$ cat src/rtl/axi_read_pkg.sv
// Shared definitions for the AXI4 read-channel responder: burst/resp codes, FSM states and the
// burst legality rule.
package axi_read_pkg;

  localparam logic [1:0] BurstFixed = 2'b00;
  localparam logic [1:0] BurstIncr  = 2'b01;
  localparam logic [1:0] BurstWrap  = 2'b10;

  localparam logic [1:0] RespOkay   = 2'b00;
  localparam logic [1:0] RespSlverr = 2'b10;

  typedef enum logic [1:0] {
    StIdle,
    StAddr,
    StCapt,
    StResp
  } state_e;

  // max_size is log2 of the data bus width in bytes.
  function automatic logic burst_legal(input logic [7:0] len, input logic [2:0] size,
                                       input logic [1:0] burst, input logic [2:0] max_size = 3'd3);
    logic wrap_len_ok;
    wrap_len_ok = (len == 8'd1) || (len == 8'd3) || (len == 8'd7) || (len == 8'd15);
    return (burst != 2'b11) && (size <= max_size) && ((burst != BurstWrap) || wrap_len_ok);
  endfunction

endpackage

$ cat src/rtl/axi_addr_gen.sv
// Combinational next-beat address for FIXED/INCR/WRAP bursts, arithmetic modulo 2^AW.
module axi_addr_gen
  import axi_read_pkg::*;
#(
  parameter int unsigned AW = 32
) (
  input  logic [AW-1:0] addr_i,
  input  logic [7:0]    len_i,
  input  logic [2:0]    size_i,
  input  logic [1:0]    burst_i,
  output logic [AW-1:0] next_addr_o
);

  logic [AW-1:0] bytes;
  logic [AW-1:0] total;
  logic [AW-1:0] incr;

  always_comb begin
    bytes = AW'(1) << size_i;
    total = (AW'(len_i) + AW'(1)) * bytes;
    incr  = addr_i + bytes;
    case (burst_i)
      BurstIncr: next_addr_o = incr;
      // Wrap within the total-byte aligned window containing the start address.
      BurstWrap: next_addr_o = (addr_i & ~(total - AW'(1))) | (incr & (total - AW'(1)));
      default:   next_addr_o = addr_i;
    endcase
  end

endmodule

$ cat src/rtl/axi_read_slave_fsm.sv
// AXI4 read responder: one AR burst at a time, one local read per beat, R beat every 3 cycles.
module axi_read_slave_fsm
  import axi_read_pkg::*;
#(
  parameter int unsigned IDW = 12,
  parameter int unsigned AW  = 32,
  parameter int unsigned DW  = 64
) (
  input  logic           clk,
  input  logic           rst,
  input  logic [IDW-1:0] s_axi_arid,
  input  logic [AW-1:0]  s_axi_araddr,
  input  logic [7:0]     s_axi_arlen,
  input  logic [2:0]     s_axi_arsize,
  input  logic [1:0]     s_axi_arburst,
  input  logic           s_axi_arvalid,
  output logic           s_axi_arready,
  output logic [IDW-1:0] s_axi_rid,
  output logic [DW-1:0]  s_axi_rdata,
  output logic [1:0]     s_axi_rresp,
  output logic           s_axi_rlast,
  output logic           s_axi_rvalid,
  input  logic           s_axi_rready,
  output logic           rd_en,
  output logic [AW-1:0]  rd_addr,
  input  logic [DW-1:0]  rd_data,
  input  logic           rd_err
);

  localparam logic [2:0] MaxSize = 3'($clog2(DW / 8));

  state_e         state_q;
  logic           arready_q;
  logic [IDW-1:0] rid_q;
  logic [AW-1:0]  addr_q;
  logic [7:0]     len_q;
  logic [2:0]     size_q;
  logic [1:0]     burst_q;
  logic           illegal_q;
  logic [7:0]     cnt_q;
  logic [DW-1:0]  rdata_q;
  logic [1:0]     rresp_q;
  logic           rlast_q;
  logic           rvalid_q;
  logic           rd_en_q;
  logic [AW-1:0]  rd_addr_q;
  logic [AW-1:0]  next_addr;
  logic           ar_legal;

  assign ar_legal = burst_legal(s_axi_arlen, s_axi_arsize, s_axi_arburst, MaxSize);

  axi_addr_gen #(
    .AW (AW)
  ) u_addr_gen (
    .addr_i      (addr_q),
    .len_i       (len_q),
    .size_i      (size_q),
    .burst_i     (burst_q),
    .next_addr_o (next_addr)
  );

  always_ff @(posedge clk or posedge rst) begin
    if (rst) begin
      state_q   <= StIdle;
      arready_q <= 1'b0;
      rid_q     <= '0;
      addr_q    <= '0;
      len_q     <= '0;
      size_q    <= '0;
      burst_q   <= '0;
      illegal_q <= 1'b0;
      cnt_q     <= '0;
      rdata_q   <= '0;
      rresp_q   <= RespOkay;
      rlast_q   <= 1'b0;
      rvalid_q  <= 1'b0;
      rd_en_q   <= 1'b0;
      rd_addr_q <= '0;
    end else begin
      unique case (state_q)
        StIdle: begin
          arready_q <= 1'b1;
          if (s_axi_arvalid && arready_q) begin
            rid_q     <= s_axi_arid;
            addr_q    <= s_axi_araddr;
            len_q     <= s_axi_arlen;
            size_q    <= s_axi_arsize;
            burst_q   <= s_axi_arburst;
            illegal_q <= !ar_legal;
            cnt_q     <= '0;
            arready_q <= 1'b0;
            // rd_en/rd_addr are registered, so the ADDR-cycle strobe is set up here.
            rd_en_q   <= ar_legal;
            rd_addr_q <= s_axi_araddr;
            state_q   <= StAddr;
          end
        end
        StAddr: begin
          rd_en_q <= 1'b0;
          state_q <= StCapt;
        end
        StCapt: begin
          rdata_q  <= illegal_q ? '0 : rd_data;
          rresp_q  <= (illegal_q || rd_err) ? RespSlverr : RespOkay;
          rlast_q  <= (cnt_q == len_q);
          rvalid_q <= 1'b1;
          state_q  <= StResp;
        end
        StResp: begin
          if (s_axi_rready) begin
            rvalid_q <= 1'b0;
            rlast_q  <= 1'b0;
            if (rlast_q) begin
              arready_q <= 1'b1;
              state_q   <= StIdle;
            end else begin
              cnt_q     <= cnt_q + 8'd1;
              addr_q    <= next_addr;
              rd_en_q   <= !illegal_q;
              rd_addr_q <= next_addr;
              state_q   <= StAddr;
            end
          end
        end
        default: state_q <= StIdle;
      endcase
    end
  end

  assign s_axi_arready = arready_q;
  assign s_axi_rid     = rid_q;
  assign s_axi_rdata   = rdata_q;
  assign s_axi_rresp   = rresp_q;
  assign s_axi_rlast   = rlast_q;
  assign s_axi_rvalid  = rvalid_q;
  assign rd_en         = rd_en_q;
  assign rd_addr       = rd_addr_q;

endmodule

$ cat config.mk
export PLATFORM = sky130hd
export DESIGN_NAME = axi_read_slave_fsm
export DESIGN_NICKNAME = d
export VERILOG_FILES = /design/src/rtl/axi_read_pkg.sv /design/src/rtl/axi_addr_gen.sv /design/src/rtl/axi_read_slave_fsm.sv
export SDC_FILE = /design/constraint.sdc
export NUM_CORES = 1
export LEC_CHECK = 0
export ABC_AREA = 1
export CAP_MARGIN = 20
export CORE_ASPECT_RATIO = 0.9
export CORE_MARGIN = 2
export CORE_UTILIZATION = 30
export CTS_CLUSTER_DIAMETER = 120
export DETAILED_ROUTE_END_ITERATION = 7
export GPL_TIMING_DRIVEN = 1
export HOLD_SLACK_MARGIN = 0.15
export SYNTH_ARGS = -nofsm -noshare
export SYNTH_HDL_FRONTEND = slang
export SYNTH_SLANG_ARGS = --single-unit
$ cat constraint.sdc
create_clock -name clk -period 7.27 [get_ports clk]
set_clock_uncertainty 0.05 [all_clocks]
set_input_delay 0.727 -clock clk [delete_from_list [all_inputs] [get_ports clk]]
set_output_delay 0.727 -clock clk [all_outputs]
set_load 0.03 [all_outputs]
==> run metrics <==
r2r setup slk=1.40 ns; gpl congestion=0.898; Worst-Skew Late Latency=0.44 ns; detailed-placement wirelength estimate=26100 microns; hold violation count in the final report=0; synth top area cells=dfrtp_1 32%, nand2_1 15%, ha_1 9.1%; Synth Area per Inst=7.49 sq um; H-tree Lvls=4; Final nets=1919; drt drc=0; Via density=4.76; share of post-route cells with drive strength above 1=5.23%; Die W=203 microns; outcome=complete, no violations; RSZ-0062 raised after global routing=false; Setup Fix Bufs, Post-CTS=0; leading area contributor after synthesis=dfrtp_1; clk sinks=137; worst-margin pin slew=0.934 ns; Port Buffers=238; startpoint types=flip-flop; max_slew headroom=37.6%; sequential-to-total area share from yosys stat=32.0%; Ports=240; Core Area=35100 sq um; fillers=3632; Setup-failing EPs final=0; CP Data Arrival Time=6.19 ns; Critical Path Fanout Max=7; Post-CTS Resized=0; Unique masters post-synth=56; Max Clk Rate=0.170 GHz; row count=65; die height=183 microns; largest net degree at the start of global routing=71; Mapped Cells=1431; clock buffer count from CTS=17; global-route wire length before repair=53800 microns; Wirelength per Cell=15.7 microns; Synth Register Bits=137; Mapped Area=10700 sq um; most frequent CP cell=nand2_1; ant diodes=0; CTS max path bufs=2; Crit Path Class=reg -> reg; Post-synth EDFFs=0; die footprint=37300 sq um; vias in the first global route=10062; Tot GR Track Use=18.1%; Post-CTS Hold Buffers=0; Setup TNS=0 ns; Iteration-0 DRC Markers=718; Crit. End Element=flip-flop; Slew Limit Fails=0; Yosys warnings=0; Clock Tree Root=clkbuf_16; Slowest-stage cell, CP=fa_1; Post-DRT Antenna Nets=0; top cell type's share of synthesized area=32.0%; DRT Wirelength=33700 microns; CTS tree=yes; final worst path period share=80.7%; Max stage delay on crit path=0.54 ns; Max Cap Viol=0; vias=10241; clk slew on worst S/H paths=0.07 ns; Min-Delay Path Class=reg -> reg; GRT overflow=0; first-pass iteration count of the detailed router=5; Syn Nets=1682; Top FF cell, synth=dfrtp_1; Tmin final=5.87 ns; CP Data Required Time=7.59 ns; Syn-to-layout area delta=32.6%; effective utilization at floorplan=30.5%; Async SR Flop Fraction=100%; initial antenna violation count=1
-- synth_stat cells (3+ instances only) --
cell	instances
o211ai_1	3
nor3_1	15
fa_1	47
xnor2_1	5
o22ai_1	5
mux2_1	3
clkbuf_1	22
nor2_1	123
nand3_1	79
xor2_1	9
inv_1	225
dfrtp_1	137
inv_2	11
ha_1	78
nor2_2	5
nand2_2	9
nor3_2	3
o21ai_1	12
nand2_1	424
a21oi_1	49
or2_2	3
or2_1	3
o21ai_0	38
nand3b_1	5
a22o_1	64
nand4_1	17
-- placed cells by master (no fill, tap or decap), types with 4 or more instances in the layout --
cell type,count
a21oi_1,49
a22o_1,64
buf_4,9
clkbuf_16,17
clkdlybuf4s50_1,238
clkinvlp_4,4
dfrtp_1,137
fa_1,47
ha_1,78
inv_1,223
inv_2,12
inv_6,5
nand2_1,424
nand2_2,9
nand3_1,79
nand3b_1,5
nand4_1,17
nor2_1,122
nor2_2,5
nor3_1,15
o21ai_0,38
o21ai_1,12
o22ai_1,5
xnor2_1,5
xor2_1,9
-- cells by family (layout without fill, tap and decap cells) --
family,Yosys count,count (layout),synth area share [%]
XOR/XNOR,15,15,1.30
AO/OA/AOI/OAI,185,185,11.5
AND/OR/NAND/NOR,698,698,27.4
buffers and inverters,267,517,9.54
multiplexers,3,3,0.315
adder cells (fa/ha/maj),125,125,17.9
flip-flops,137,137,32.0
other,1,1,0.0350
-- routing by layer --
layer	GRT usage [%]	share of wire, %	vias up
met4	4.96	1.7	2
li1	-	-	5026
met2	29.1	45	374
met3	4.62	7.8	39
met5	0	0.039	-
met1	24.2	45	4800
-- worst max-delay path, delay by kind of cell, from the launching register on --
family                   cells  cell delay, ns
AO/OA/AOI/OAI                1            0.17
flip-flops                   1            0.42
buffers and inverters        5            0.34
AND/OR/NAND/NOR             17            1.92
adder cells (fa/ha/maj)      7            2.89
-- through the flow --
step	std cells	setup slack, ns	util, %	cell area [sq um]	hold slack (ns)
finish	2150	1.40	40.4	14200	0.426
global route	2150	0.818	40.4	14200	0.447
CTS	2150	1.45	40.4	14200	0.430
detailed placement	2118	1.46	38.8	13600	0.412
global placement	2118	1.60	38.8	13600	0.404
floorplan	1431	2.02	-	10700	0.438
-- final cells by class --
type,count,area (sq um),share of cell area [%]
Tap cell,469,587,4.13
Multi-Input combinational cell,1027,6270,44.1
Clock inverter,14,133,0.933
Inverter,238,901,6.34
Timing Repair Buffer,247,2450,17.2
Sequential cell,137,3430,24.1
Clock buffer,18,439,3.09
-- path summary, 6_finish.rpt --
path	start	end	depth (start not counted)
setup / recovery	len_q[0]	flip-flop	30
hold / removal	s_axi_rid[9]	s_axi_rid[9]	2
setup reg to reg	len_q[0]	flip-flop	30
hold reg to reg	s_axi_rid[9]	s_axi_rid[9]	2
max in group asynchronous	rst	state_q[0]	3
min in group asynchronous	rst	s_axi_rdata[11]	2
Power is not shown: default switching activity piles up to over one toggle a cycle in this logic, so the estimate is an artifact.
